### src/rtl/efb_spi_wb_sequencer_if.sv
// Wishbone master port toward the EFB SPI register file, plus the fabric-side TX and RX byte streams.
// master = the sequencer's view; slave = the EFB/fabric side.
interface efb_spi_wb_sequencer_if;
  logic       wb_cyc_o;
  logic       wb_stb_o;
  logic       wb_we_o;
  logic [7:0] wb_adr_o;
  logic [7:0] wb_dat_o;
  logic [7:0] wb_dat_i;
  logic       wb_ack_i;
  logic [7:0] tx_data;
  logic       tx_valid;
  logic       tx_ready;
  logic [7:0] rx_data;
  logic       rx_valid;
  logic       rx_ready;
  logic       init_done;

  modport master (
    output wb_cyc_o, wb_stb_o, wb_we_o, wb_adr_o, wb_dat_o,
    input  wb_dat_i, wb_ack_i,
    input  tx_data, tx_valid,
    output tx_ready,
    output rx_data, rx_valid,
    input  rx_ready,
    output init_done
  );

  modport slave (
    input  wb_cyc_o, wb_stb_o, wb_we_o, wb_adr_o, wb_dat_o,
    output wb_dat_i, wb_ack_i,
    output tx_data, tx_valid,
    input  tx_ready,
    input  rx_data, rx_valid,
    output rx_ready,
    input  init_done
  );
endinterface

### src/rtl/efb_spi_wb_sequencer.sv
// EFB SPI sequencer: writes CR2/CR1, polls SR, moves RXDR bytes to the rx stream and tx stream bytes to TXDR.
// Latency: each Wishbone access is ack latency + 1; a received byte shows on rx_valid the edge after the RXDR ack.
// Backpressure: rx_ready low fills the RX buffer and RXDR reads stop; EFB_SPI_RX_FIFO_EN selects a 4-deep buffer.
module efb_spi_wb_sequencer #(
  parameter logic [7:0] ADR_CR1  = 8'h55,
  parameter logic [7:0] ADR_CR2  = 8'h56,
  parameter logic [7:0] ADR_TXDR = 8'h59,
  parameter logic [7:0] ADR_SR   = 8'h5A,
  parameter logic [7:0] ADR_RXDR = 8'h5B,
  parameter logic [7:0] CR2_VAL  = 8'h00,
  parameter logic [7:0] CR1_VAL  = 8'h80,
  parameter int         TRDY_BIT = 4,
  parameter int         RRDY_BIT = 3
) (
  input  logic                   wb_clk_i,
  input  logic                   wb_rst_i,
  efb_spi_wb_sequencer_if.master bus
);

  typedef enum logic [2:0] {INIT_CR2, INIT_CR1, RD_SR, DECIDE, RD_RX, WR_TX} state_t;

  state_t     state_q, state_d;
  logic       cyc_q, cyc_d, we_q, we_d;
  logic [7:0] adr_q, adr_d, dat_q, dat_d, sr_q, sr_d;
  logic       init_done_q, init_done_d;
  logic       ack, tx_take, rx_push, rx_pop, rx_full, rx_vld;
  logic [7:0] rx_head;

  // Acks outside an active cycle are ignored.
  assign ack = cyc_q && bus.wb_ack_i;

  always_ff @(posedge wb_clk_i or posedge wb_rst_i) begin
    if (wb_rst_i) begin
      state_q     <= INIT_CR2;
      cyc_q       <= 1'b0;
      we_q        <= 1'b0;
      adr_q       <= '0;
      dat_q       <= '0;
      sr_q        <= '0;
      init_done_q <= 1'b0;
    end else begin
      state_q     <= state_d;
      cyc_q       <= cyc_d;
      we_q        <= we_d;
      adr_q       <= adr_d;
      dat_q       <= dat_d;
      sr_q        <= sr_d;
      init_done_q <= init_done_d;
    end
  end

  // A bus state with cyc low has not issued yet; once issued it holds until ack.
  always_comb begin
    state_d     = state_q;
    cyc_d       = cyc_q;
    we_d        = we_q;
    adr_d       = adr_q;
    dat_d       = dat_q;
    sr_d        = sr_q;
    init_done_d = init_done_q;
    tx_take     = 1'b0;
    rx_push     = 1'b0;
    case (state_q)
      INIT_CR2: begin
        if (!cyc_q) begin
          cyc_d = 1'b1; we_d = 1'b1; adr_d = ADR_CR2; dat_d = CR2_VAL;
        end else if (ack) begin
          cyc_d = 1'b0; state_d = INIT_CR1;
        end
      end
      INIT_CR1: begin
        if (!cyc_q) begin
          cyc_d = 1'b1; we_d = 1'b1; adr_d = ADR_CR1; dat_d = CR1_VAL;
        end else if (ack) begin
          cyc_d = 1'b0; init_done_d = 1'b1; state_d = RD_SR;
        end
      end
      RD_SR: begin
        if (!cyc_q) begin
          cyc_d = 1'b1; we_d = 1'b0; adr_d = ADR_SR;
        end else if (ack) begin
          cyc_d = 1'b0; sr_d = bus.wb_dat_i; state_d = DECIDE;
        end
      end
      DECIDE: begin
        if (sr_q[RRDY_BIT] && !rx_full) begin
          state_d = RD_RX;
        end else if (sr_q[TRDY_BIT] && bus.tx_valid) begin
          tx_take = 1'b1; dat_d = bus.tx_data; state_d = WR_TX;
        end else begin
          state_d = RD_SR;
        end
      end
      RD_RX: begin
        if (!cyc_q) begin
          cyc_d = 1'b1; we_d = 1'b0; adr_d = ADR_RXDR;
        end else if (ack) begin
          cyc_d = 1'b0; rx_push = 1'b1; sr_d[RRDY_BIT] = 1'b0; state_d = DECIDE;
        end
      end
      WR_TX: begin
        if (!cyc_q) begin
          cyc_d = 1'b1; we_d = 1'b1; adr_d = ADR_TXDR;
        end else if (ack) begin
          cyc_d = 1'b0; sr_d[TRDY_BIT] = 1'b0; state_d = RD_SR;
        end
      end
      default: state_d = INIT_CR2;
    endcase
  end

  assign rx_pop = rx_vld && bus.rx_ready;

`ifdef EFB_SPI_RX_FIFO_EN
  logic [7:0] rx_mem [4];
  logic [1:0] rx_wr_ptr, rx_rd_ptr;
  logic [2:0] rx_cnt;

  assign rx_full = (rx_cnt == 3'd4);
  assign rx_vld  = (rx_cnt != 3'd0);
  assign rx_head = rx_mem[rx_rd_ptr];

  always_ff @(posedge wb_clk_i or posedge wb_rst_i) begin
    if (wb_rst_i) begin
      for (int i = 0; i < 4; i++) rx_mem[i] <= '0;
      rx_wr_ptr <= '0;
      rx_rd_ptr <= '0;
      rx_cnt    <= '0;
    end else begin
      if (rx_push) begin
        rx_mem[rx_wr_ptr] <= bus.wb_dat_i;
        rx_wr_ptr         <= rx_wr_ptr + 2'd1;
      end
      if (rx_pop) rx_rd_ptr <= rx_rd_ptr + 2'd1;
      case ({rx_push, rx_pop})
        2'b10:   rx_cnt <= rx_cnt + 3'd1;
        2'b01:   rx_cnt <= rx_cnt - 3'd1;
        default: rx_cnt <= rx_cnt;
      endcase
    end
  end
`else
  logic [7:0] rx_hold;
  logic       rx_hold_vld;

  assign rx_full = rx_hold_vld;
  assign rx_vld  = rx_hold_vld;
  assign rx_head = rx_hold;

  always_ff @(posedge wb_clk_i or posedge wb_rst_i) begin
    if (wb_rst_i) begin
      rx_hold     <= '0;
      rx_hold_vld <= 1'b0;
    end else if (rx_push) begin
      rx_hold     <= bus.wb_dat_i;
      rx_hold_vld <= 1'b1;
    end else if (rx_pop) begin
      rx_hold_vld <= 1'b0;
    end
  end
`endif

  assign bus.wb_cyc_o  = cyc_q;
  assign bus.wb_stb_o  = cyc_q;
  assign bus.wb_we_o   = we_q;
  assign bus.wb_adr_o  = adr_q;
  assign bus.wb_dat_o  = dat_q;
  assign bus.tx_ready  = tx_take;
  assign bus.rx_data   = rx_head;
  assign bus.rx_valid  = rx_vld;
  assign bus.init_done = init_done_q;

endmodule

### src/flat_wrapper.sv
// flat-port wrapper written by rule: the top's interface ports become plain ports
module efb_spi_wb_sequencer_flat 
#(
  parameter logic [7:0] ADR_CR1  = 8'h55,
  parameter logic [7:0] ADR_CR2  = 8'h56,
  parameter logic [7:0] ADR_TXDR = 8'h59,
  parameter logic [7:0] ADR_SR   = 8'h5A,
  parameter logic [7:0] ADR_RXDR = 8'h5B,
  parameter logic [7:0] CR2_VAL  = 8'h00,
  parameter logic [7:0] CR1_VAL  = 8'h80,
  parameter int         TRDY_BIT = 4,
  parameter int         RRDY_BIT = 3
)
  (wb_clk_i, wb_rst_i, bus_wb_cyc_o, bus_wb_stb_o, bus_wb_we_o, bus_wb_adr_o, bus_wb_dat_o, bus_wb_dat_i, bus_wb_ack_i, bus_tx_data, bus_tx_valid, bus_tx_ready, bus_rx_data, bus_rx_valid, bus_rx_ready, bus_init_done);
  efb_spi_wb_sequencer_if bus_i ();
  input  logic wb_clk_i;
  input  logic wb_rst_i;
  output wire logic [$bits(bus_i.wb_cyc_o)-1:0] bus_wb_cyc_o;
  output wire logic [$bits(bus_i.wb_stb_o)-1:0] bus_wb_stb_o;
  output wire logic [$bits(bus_i.wb_we_o)-1:0] bus_wb_we_o;
  output wire logic [$bits(bus_i.wb_adr_o)-1:0] bus_wb_adr_o;
  output wire logic [$bits(bus_i.wb_dat_o)-1:0] bus_wb_dat_o;
  input wire logic [$bits(bus_i.wb_dat_i)-1:0] bus_wb_dat_i;
  input wire logic [$bits(bus_i.wb_ack_i)-1:0] bus_wb_ack_i;
  input wire logic [$bits(bus_i.tx_data)-1:0] bus_tx_data;
  input wire logic [$bits(bus_i.tx_valid)-1:0] bus_tx_valid;
  output wire logic [$bits(bus_i.tx_ready)-1:0] bus_tx_ready;
  output wire logic [$bits(bus_i.rx_data)-1:0] bus_rx_data;
  output wire logic [$bits(bus_i.rx_valid)-1:0] bus_rx_valid;
  input wire logic [$bits(bus_i.rx_ready)-1:0] bus_rx_ready;
  output wire logic [$bits(bus_i.init_done)-1:0] bus_init_done;
  assign bus_wb_cyc_o = bus_i.wb_cyc_o;
  assign bus_wb_stb_o = bus_i.wb_stb_o;
  assign bus_wb_we_o = bus_i.wb_we_o;
  assign bus_wb_adr_o = bus_i.wb_adr_o;
  assign bus_wb_dat_o = bus_i.wb_dat_o;
  assign bus_i.wb_dat_i = bus_wb_dat_i;
  assign bus_i.wb_ack_i = bus_wb_ack_i;
  assign bus_i.tx_data = bus_tx_data;
  assign bus_i.tx_valid = bus_tx_valid;
  assign bus_tx_ready = bus_i.tx_ready;
  assign bus_rx_data = bus_i.rx_data;
  assign bus_rx_valid = bus_i.rx_valid;
  assign bus_i.rx_ready = bus_rx_ready;
  assign bus_init_done = bus_i.init_done;
  efb_spi_wb_sequencer #(.ADR_CR1(ADR_CR1), .ADR_CR2(ADR_CR2), .ADR_TXDR(ADR_TXDR), .ADR_SR(ADR_SR), .ADR_RXDR(ADR_RXDR), .CR2_VAL(CR2_VAL), .CR1_VAL(CR1_VAL), .TRDY_BIT(TRDY_BIT), .RRDY_BIT(RRDY_BIT)) u_core (.wb_clk_i(wb_clk_i), .wb_rst_i(wb_rst_i), .bus(bus_i));
endmodule
### config.mk
export PLATFORM = sky130hd
export DESIGN_NAME = efb_spi_wb_sequencer_flat
export DESIGN_NICKNAME = d
export VERILOG_FILES = /design/src/rtl/efb_spi_wb_sequencer_if.sv /design/src/rtl/efb_spi_wb_sequencer.sv /design/src/flat_wrapper.sv
export SDC_FILE = /design/constraint.sdc
export NUM_CORES = 1
export LEC_CHECK = 0
export ABC_AREA = 1
export CORE_MARGIN = 5
export CORE_UTILIZATION = 44
export DETAILED_ROUTE_END_ITERATION = 10
export MAX_ROUTING_LAYER = met4
export PLACE_DENSITY = 0.79
export SYNTH_ARGS = -nofsm -noshare
export SYNTH_HDL_FRONTEND = slang
export SYNTH_SLANG_ARGS = --single-unit
### constraint.sdc
create_clock -name wb_clk_i -period 1.35 [get_ports wb_clk_i]
set_input_delay 0.2025 -clock wb_clk_i [delete_from_list [all_inputs] [get_ports wb_clk_i]]
set_output_delay 0.2025 -clock wb_clk_i [all_outputs]
set_load 0.01 [all_outputs]
==> results.json, run 1 <==
{
  "place_inst": 253,
  "cts-root-buf": "clkbuf_4",
  "p_int_mw": 2.83,
  "syn_area_per_cell_um2": 8.95,
  "design_area_um2": 2090,
  "routedWlPerCell_um": 12.2,
  "crit_arrival_ps": 1150,
  "synth_warnings": 0,
  "final_cell_mix": "50 x nand2_1, 30 x dfrtp_1, 26 x dlygate4sd2_1",
  "num_vias": 1226,
  "async_flop_share_pct": 100,
  "hold_viol": 0,
  "max_freq_mhz": 741,
  "avgViaCountPerCell": 4.66,
  "htree_levels": 2,
  "vdd_drop_max_mv": 1.28,
  "clock_path_buffers": 2,
  "swShare_pct": 37.2,
  "cp-start-kind": "register",
  "cp-end-kind": "output pin",
  "drv_cap": 0,
  "synth-seq-cells": 30,
  "place_area_um2": 1970,
  "synth_area_um2": 1410,
  "grt_max_degree": 31,
  "ctsHoldBuffers": 0,
  "clkTransAtPathRegs_ps": 100,
  "drt.antenna.violating_nets": 0,
  "drv_slew": 0,
  "hold_path_class": "input pin to asynchronous set/reset pin",
  "power.density_nw_per_um2": 2160,
  "die_h_um": 66.7,
  "initial_core_util_pct": 45.9,
  "diodes": 0,
  "finalCritPeriodShare_pct": 99.9,
  "syn_inst": 158,
  "final_common_cell": "nand2_1",
  "path_cells": "nand2_1, nor2_2, nand3_2, clkinv_2, buf_6",
  "power_frac_comb_pct": 46.4,
  "fin_crit_ps": 1350,
  "outcome": "finished, final reports clean",
  "first_pass_iters": 4,
  "synthTopCellsByArea": "dfrtp_1 53%, nand2_1 13%, o21ai_2 5.0%",
  "gp_congestion": 0.824,
  "cp_slowest_cell": "dfrtp_1",
  "place_hpwl_um": 2410,
  "ys.flop_type": "dfrtp_1",
  "path_max_fanout": 2,
  "p_clk_share_pct": 20.9,
  "yosysUniqueCellTypes": 23,
  "cts.sinks": 30,
  "leakagePower_nw": 1.13,
  "first_global_vias": 1202,
  "setup_tns_ps": 0,
  "numCtsBuffers": 5,
  "drtIter0Drc": 60,
  "p_sw_mw": 1.67,
  "yosysTopAreaCellShare_pct": 53.1,
  "finalClockSkew_ps": 7.09,
  "die_w_um": 66.7,
  "num_rows": 20,
  "areaGrowthSynthToFinish_pct": 47.5,
  "drc": 0,
  "fp.coreArea_um2": 3080,
  "rsz0062_at_grt": "yes",
  "synth_edf_count": 0,
  "synth_area_leader_cell": "dfrtp_1",
  "yosysSeqAreaShare_pct": 53.1,
  "nets": 239,
  "clk-insertion-delay-late_ps": 330,
  "wirelength_um": 3210,
  "ios": 51,
  "die_area_um2": 4450,
  "crit_required_ps": 1150,
  "critical_path_class": "register to output pin",
  "stdcell_count": 263,
  "port_buffers": 48,
  "max_stage_delay_ps": 370,
  "grt_pass1_wl_um": 5450,
  "grt_usage_pct": 16.8,
  "drive_gt1_share_pct": 20.5,
  "tritoncts": "yes",
  "antenna_found_initial": 0,
  "setup_violations": 0,
  "grt.overflow.total": 0,
  "p_seq_share_pct": 32.8
}
power by group through the flow:
stage	Combinational, mW	Clock (mW)	Sequential (mW)
after global placement	2.17	0	1.50
final	2.09	0.939	1.47
after floorplan	1.09	0	1.66
after CTS	2.06	0.958	1.48
after detailed placement	2.21	0	1.52
after global routing	2.31	1.00	1.53
worst paths after layout:
| check | startpoint | to | slack, ps | depth (start not counted) |
|---|---|---|---|---|
| setup / recovery | u_core.state_q[0]$_DFFE_PP0P_ | bus_tx_ready | 0.7 | 5 |
| hold / removal | wb_rst_i | u_core.bus.wb_adr_o[4]$_DFFE_PP0P_ | 200 | 3 |
| min in group wb_clk_i | bus_tx_data[6] | u_core.bus.wb_dat_o[6]$_DFFE_PP0P_ | 400 | 3 |
| hold reg to reg | u_core.bus.rx_data[2]$_DFFE_PP0P_ | u_core.bus.rx_data[2]$_DFFE_PP0P_ | 480 | 2 |
| setup reg to reg | u_core.state_q[0]$_DFFE_PP0P_ | u_core.state_q[2]$_DFFE_PP0P_ | 110 | 6 |
| max in group asynchronous | wb_rst_i | u_core.state_q[2]$_DFFE_PP0P_ | 980 | 3 |
repair_timing:
item | 4_1_cts | 5_1_grt
setup endpoints to repair | 28 | 17
setup buffers | 2 | 0
endpoints found under the hold margin | 0 | 0
gates resized for setup | 33 | 5
cloned | 0 | 0
final cells by class:
type / count / area [um^2]
fill: 277 / 992
sequential: 30 / 751
timing repair buffer: 61 / 572
multi-input combinational: 99 / 512
inverter: 21 / 85.1
clock inverter: 2 / 60.1
tap: 44 / 55.1
clock buffer: 6 / 51.3
cells by family (layout without fill, tap and decap cells):
| kind of cell | Yosys count | after routing | synth area share [%] |
|---|---|---|---|
| simple gates | 77 | 77 | 25.1 |
| compound gates | 20 | 20 | 9.82 |
| flops | 30 | 30 | 53.1 |
| other cells | 1 | 2 | 0.265 |
| buf+inv | 30 | 90 | 11.7 |
layer usage:
| metal | part of all wire, % | track usage, % | vias up |
|---|---|---|---|
| met5 | 0 | - | - |
| li1 | - | - | 611 |
| met2 | 49 | 27.5 | 49 |
| met4 | 1.4 | 6.09 | 0 |
| met1 | 41 | 19.6 | 561 |
| met3 | 8.5 | 4.89 | 5 |
flip-flops by register name, indices dropped and copies added (netlist names):
signal                cells
u_core.bus.wb_adr_o       5
u_core.bus.wb_cyc_o       1
u_core.bus.rx_data        8
u_core.bus.wb_dat_o       8
u_core.bus.wb_we_o        1
u_core.bus.init_done      1
u_core.sr_q               2
u_core.state_q            3
u_core.bus.rx_valid       1
per-stage QoR:
step	utilization, %	total power [mW]	hold slack (ps)	setup slack, ps
4_1_cts	67.1	4.49	199	-33.2
6_report	67.8	4.50	200	0.721
5_1_grt	67.8	4.85	230	-90.9
2_1_floorplan	-	2.75	293	209
3_3_place_gp	64.1	3.68	458	-344
3_5_place_dp	64.1	3.73	468	-344
cell usage after synthesis, types with 2 or more instances:
cell type   n
inv_2       3
inv_1      17
nand2_1    50
nor2_1      5
o21ai_2     8
o21ai_0     5
o21ai_1     2
dfrtp_1    30
nand2_2     3
nand3_1    13
buf_6       5
buf_4       4
nand3_2     2
a21oi_1     2
critical path, delay by kind of cell, from the launching register on:
| family | cells | cell delay [ps] |
|---|---|---|
| AND/OR/NAND/NOR | 3 | 280 |
| flip-flops | 1 | 370 |
| buffers and inverters | 2 | 170 |
Power figures use the tool's default switching activity.
==> run 2: changes to the inputs <==
--- a/config.mk
+++ b/config.mk
@@ -8,7 +8,9 @@
 export ABC_AREA = 1
 export CORE_MARGIN = 5
 export CORE_UTILIZATION = 44
+export CTS_CLUSTER_SIZE = 10
 export DETAILED_ROUTE_END_ITERATION = 10
+export GPL_TIMING_DRIVEN = 0
 export MAX_ROUTING_LAYER = met4
 export PLACE_DENSITY = 0.79
 export SYNTH_ARGS = -nofsm -noshare
==> run 2 against run 1 <==
The run now ends with setup timing left. Non-clock buffer count rose by 6. Worst setup slack got worse by 71 ps. Maximum frequency is 5.0% lower. Count of clock-buffer cells in the layout is 2 higher. Register-to-register slack worse by 20 ps. Design area is 1.5% higher. Critical path depth unchanged. Sequential share of layout area decreased by 0.53 points. Clock skew grew 6.7 ps. Routed wire length increased by 8.8%.
==> results.json, run 2 (synthesis gave the netlist of run 1 again) <==
{
  "first_pass_iters": 4,
  "hold_viol": 0,
  "tritoncts": "yes",
  "initial_core_util_pct": 45.9,
  "place_hpwl_um": 2550,
  "clock_path_buffers": 2,
  "finalCritPeriodShare_pct": 105,
  "wl_met1_um": 1400,
  "htree_levels": 2,
  "die_w_um": 66.7,
  "multiInputGateArea_um2": 532,
  "dr_wl_met3_um": 279,
  "violations": "setup timing",
  "drt.antenna.violating_nets": 0,
  "place_ws_ps": -509,
  "ios": 51,
  "wirelength_um": 3490,
  "dr_wl_met2_um": 1770,
  "grt_usage_pct": 18.0,
  "finalClockSkew_ps": 13.8,
  "antenna_found_initial": 0,
  "die_area_um2": 4450,
  "setup_ws_ps": -69.8,
  "clkTransAtPathRegs_ps": 100,
  "ctsHoldBuffers": 0,
  "worstMarginPinSlew_ps": 647,
  "port_buffers": 48,
  "grt.overflow.total": 0,
  "grt_max_degree": 31,
  "die_h_um": 66.7,
  "drv_cap": 0,
  "num_rows": 20,
  "numCtsBuffers": 5,
  "drtIter0Drc": 48,
  "outcome": "finished with violations",
  "vdd_drop_max_mv": 1.15,
  "leakagePower_nw": 1.14,
  "nets": 245,
  "cts-root-buf": "clkbuf_4",
  "grt_pass1_wl_um": 5900,
  "slew_headroom_pct": 56.8,
  "final_cell_mix": "47 x nand2_1, 30 x dfrtp_1, 25 x dlygate4sd2_1",
  "diodes": 0,
  "drv_slew": 0,
  "final_common_cell": "nand2_1",
  "gp_congestion": 0.925,
  "areaGrowthSynthToFinish_pct": 49.7,
  "num_vias": 1250,
  "hold_ws_ps": 300,
  "top_layer": "met4",
  "drive_gt1_share_pct": 25.8,
  "hold_path_class": "input pin to asynchronous set/reset pin",
  "critical_path_class": "register to output pin",
  "power.density_nw_per_um2": 2070,
  "drc": 0,
  "crit_required_ps": 1150,
  "fillers": 263,
  "crit_arrival_ps": 1220,
  "first_global_vias": 1333,
  "setup_violations": 1,
  "cp-start-kind": "register",
  "fin_crit_ps": 1420,
  "clk-insertion-delay-late_ps": 340,
  "path_max_fanout": 2,
  "rsz0062_at_grt": "yes",
  "max_freq_mhz": 704,
  "cts.sinks": 30,
  "routedWlPerCell_um": 13.0,
  "reg2regPathDepth": 8,
  "fp.coreArea_um2": 3080,
  "avgViaCountPerCell": 4.65,
  "cp-end-kind": "output pin",
  "ff_latch_area_um2": 751
}
[run 2: final timing paths]
kind,start,to,slack (ps)
worst max-delay path,u_core.state_q[2]$_DFFE_PP0P_,bus_tx_ready,-70
worst min-delay path,wb_rst_i,u_core.state_q[0]$_DFFE_PP0P_,300
worst max register to register,u_core.state_q[2]$_DFFE_PP0P_,u_core.state_q[1]$_DFFE_PP0P_,90
worst min register to register,u_core.bus.wb_adr_o[2]$_DFFE_PP0P_,u_core.bus.wb_adr_o[2]$_DFFE_PP0P_,470
max in group asynchronous,wb_rst_i,u_core.sr_q[4]$_DFFE_PP0P_,670
min in group wb_clk_i,bus_tx_data[2],u_core.bus.wb_dat_o[2]$_DFFE_PP0P_,410
[run 2: where the power goes]
| group | switching (mW) | internal (mW) |
|---|---|---|
| clock | 0.313 | 0.356 |
| sequential | 0.205 | 1.28 |
| combinational | 1.23 | 0.987 |
| total | 1.75 | 2.63 |
[run 2: final cells by class]
class	instances	share of cell area [%]
buffer	9	4.08
clock buffer	8	3.72
inverter	21	4.43
multi-input combinational	99	25.1
sequential	30	35.5
tap	44	2.60
timing repair buffer	58	24.6
[run 2: critical path, stage by stage, from the launching register on]
cell,delay [ps]
dfrtp_1,390
buf_6,120
nor2_4,130
nand3_4,100
clkinv_4,60
buf_6,90
[run 2: repair_timing]
action / 4_1_cts / 5_1_grt
pin swaps: 2 / 4
endpoints found under the setup margin: 28 / 48
resized for setup: 38 / 10
buffers inserted: 5 / 5
[run 2: per-layer routing]
metal	track usage, %	vias to the layer above
li1	-	617
met1	19.9	584
met2	31.1	44
met3	5.56	5
met4	5.33	0
met5	-	-
[run 2: per-stage QoR]
step	cells	TNS (ps)	util, %	instance area [um^2]	power [mW]
floorplan	159	0	-	1420	2.75
global placement	251	-7050	63.5	1950	3.65
detailed placement	251	-9090	63.5	1950	3.74
CTS	264	-84.6	66.8	2060	4.30
global route	269	-126	68.8	2120	4.71
finish	269	-69.8	68.8	2120	4.37
==> run 3: changes to the inputs <==
--- a/config.mk
+++ b/config.mk
@@ -6,7 +6,7 @@
 export NUM_CORES = 1
 export LEC_CHECK = 0
 export ABC_AREA = 1
-export CORE_MARGIN = 5
+export CAP_MARGIN = 20
 export CORE_UTILIZATION = 44
 export CTS_CLUSTER_SIZE = 10
 export DETAILED_ROUTE_END_ITERATION = 10
==> run 3 against run 2 <==
The flow still finishes with violations (setup timing). Power is 0.78% lower. Largest power group unchanged. Critical path type unchanged. Clock power is 16% lower. First-iteration DRC count grew 25%. Register-to-register slack got worse by 110 ps. Highest routed layer unchanged. Utilization grew 2.0 points. Routed wire length down 1.7%. Worst setup slack gained 10 ps. Clock skew is essentially flat. Sequential power barely moved.
==> results.json, run 3 (synthesis gave the netlist of run 1 again) <==
{
  "avgViaCountPerCell": 4.72,
  "grt_max_degree": 17,
  "grt.overflow.total": 0,
  "grt_usage_pct": 21.6,
  "max_stage_delay_ps": 380,
  "setup_tns_ps": -174,
  "drv_slew": 0,
  "numCtsBuffers": 5,
  "vdd_drop_max_mv": 1.12,
  "max_freq_mhz": 709,
  "nets": 249,
  "clkTransAtPathRegs_ps": 100,
  "cp-start-kind": "register",
  "clk-insertion-delay-late_ps": 330,
  "power.density_nw_per_um2": 2010,
  "drc": 0,
  "stdcell_count": 273,
  "crit_top_cell": "buf_6",
  "routedWlPerCell_um": 12.6,
  "drt.antenna.violating_nets": 0,
  "crit_arrival_ps": 1210,
  "outcome": "finished with violations",
  "cp-end-kind": "output pin",
  "initial_core_util_pct": 46.3,
  "use_met2_pct": 36.3,
  "drive_gt1_share_pct": 24.9,
  "finalClockSkew_ps": 13.4,
  "leakagePower_nw": 1.18,
  "hold_viol": 0,
  "slew_headroom_pct": 58.0,
  "drv_cap": 0,
  "violations": "setup timing",
  "htree_levels": 2,
  "place_inst": 252,
  "use_met3_pct": 5.71,
  "die_w_um": 58.7,
  "wirelength_um": 3430,
  "path_cells": "buf_6, nor2_4, nand3_4, clkinv_4, buf_6",
  "areaGrowthSynthToFinish_pct": 52.7,
  "final_common_cell": "nand2_1",
  "ctsHoldBuffers": 0,
  "ios": 51,
  "crit_path_start": "u_core.state_q[2]$_DFFE_PP0P_",
  "cts.sinks": 30,
  "die_h_um": 58.7,
  "port_buffers": 48,
  "gr-usage-met1_pct": 23.9,
  "path_buf_inv": 3,
  "cpLargestDelayFamily": "flip-flops",
  "antenna_found_initial": 0,
  "crit_required_ps": 1150,
  "fp.coreArea_um2": 3050,
  "critical_path_class": "register to output pin",
  "cts-root-buf": "clkbuf_4",
  "fin_crit_ps": 1410,
  "rsz0062_at_grt": "yes",
  "first_global_vias": 1215,
  "num_rows": 20,
  "hold_path_class": "input pin to asynchronous set/reset pin",
  "die_area_um2": 3440,
  "place_hpwl_um": 2340,
  "cp_slowest_cell": "dfrtp_1",
  "drtIter0Drc": 60,
  "setup_ws_ps": -59.8,
  "r2r-start": "u_core.state_q[2]$_DFFE_PP0P_",
  "grt.busiest_layer": "met2",
  "reg2regPathDepth": 8,
  "tritoncts": "yes",
  "grt_pass1_wl_um": 5260,
  "path_max_fanout": 6,
  "num_vias": 1289,
  "clock_path_buffers": 2,
  "diodes": 0,
  "cp_num_cells": 5,
  "final_cell_mix": "47 x nand2_1, 30 x dfrtp_1, 25 x dlygate4sd2_1",
  "first_pass_iters": 4,
  "finalCritPeriodShare_pct": 104,
  "worstMarginPinSlew_ps": 629,
  "gp_congestion": 0.895,
  "setup_violations": 8
}
[run 3: cell count changes in the layout (fill, tap and decap cells not counted), sizes merged]
| cell | before | now |
|---|---|---|
| buf | 20 | 24 |
| clkbuf | 9 | 7 |
| clkinvlp | 2 | 0 |
| inv | 18 | 20 |
| clkdlybuf4s15 | 1 | 2 |
| clkinv | 1 | 2 |
[run 3: power breakdown]
group | switching (mW) | total, mW | internal [mW]
logic | 1.25 | 2.29 | 1.04
clock network | 0.310 | 0.562 | 0.252
registers | 0.203 | 1.49 | 1.28
total | 1.76 | 4.34 | 2.58
[run 3: stage by stage]
step / hold slack, ps / utilization (%) / setup WS (ps) / power [mW] / cell area [um^2]
after floorplan: 293 / - / 209 / 2.75 / 1420
after global routing: 316 / 70.7 / -105 / 4.66 / 2160
after CTS: 279 / 67.6 / -60.9 / 4.15 / 2060
final: 260 / 70.7 / -59.8 / 4.34 / 2160
after global placement: 462 / 64.0 / -477 / 3.63 / 1950
after detailed placement: 469 / 64.9 / -499 / 3.73 / 1980
[run 3: worst paths after layout]
check | endpoint | slack [ps]
setup / recovery | bus_tx_ready | -60
hold / removal | u_core.sr_q[3]$_DFFE_PP0P_ | 260
setup reg to reg | u_core.bus.wb_dat_o[1]$_DFFE_PP0P_ | -20
hold reg to reg | u_core.bus.rx_data[0]$_DFFE_PP0P_ | 490
max in group asynchronous | u_core.bus.wb_adr_o[3]$_DFFE_PP0P_ | 580
min in group wb_clk_i | u_core.bus.wb_dat_o[4]$_DFFE_PP0P_ | 420
[run 3: final cells by class]
class / instances / area [um^2]
fill: 247 / 893
sequential: 30 / 751
timing repair buffer: 62 / 588
multi-input combinational: 99 / 532
buffer: 9 / 90.1
inverter: 21 / 83.8
clock buffer: 7 / 55.1
tap: 44 / 55.1
clock inverter: 1 / 5.00
[run 3: timing repair]
item	in CTS	in global routing
endpoints found under the setup margin	28	6
resized for setup	37	8
buffers inserted	5	8
pin swaps	2	4
[run 3: layer usage]
| metal | part of all wire, % | wire, um |
|---|---|---|
| met5 | 0 | 0 |
| met4 | 1.8 | 60 |
| met3 | 4.5 | 153 |
| met2 | 53 | 1820 |
| met1 | 41 | 1400 |
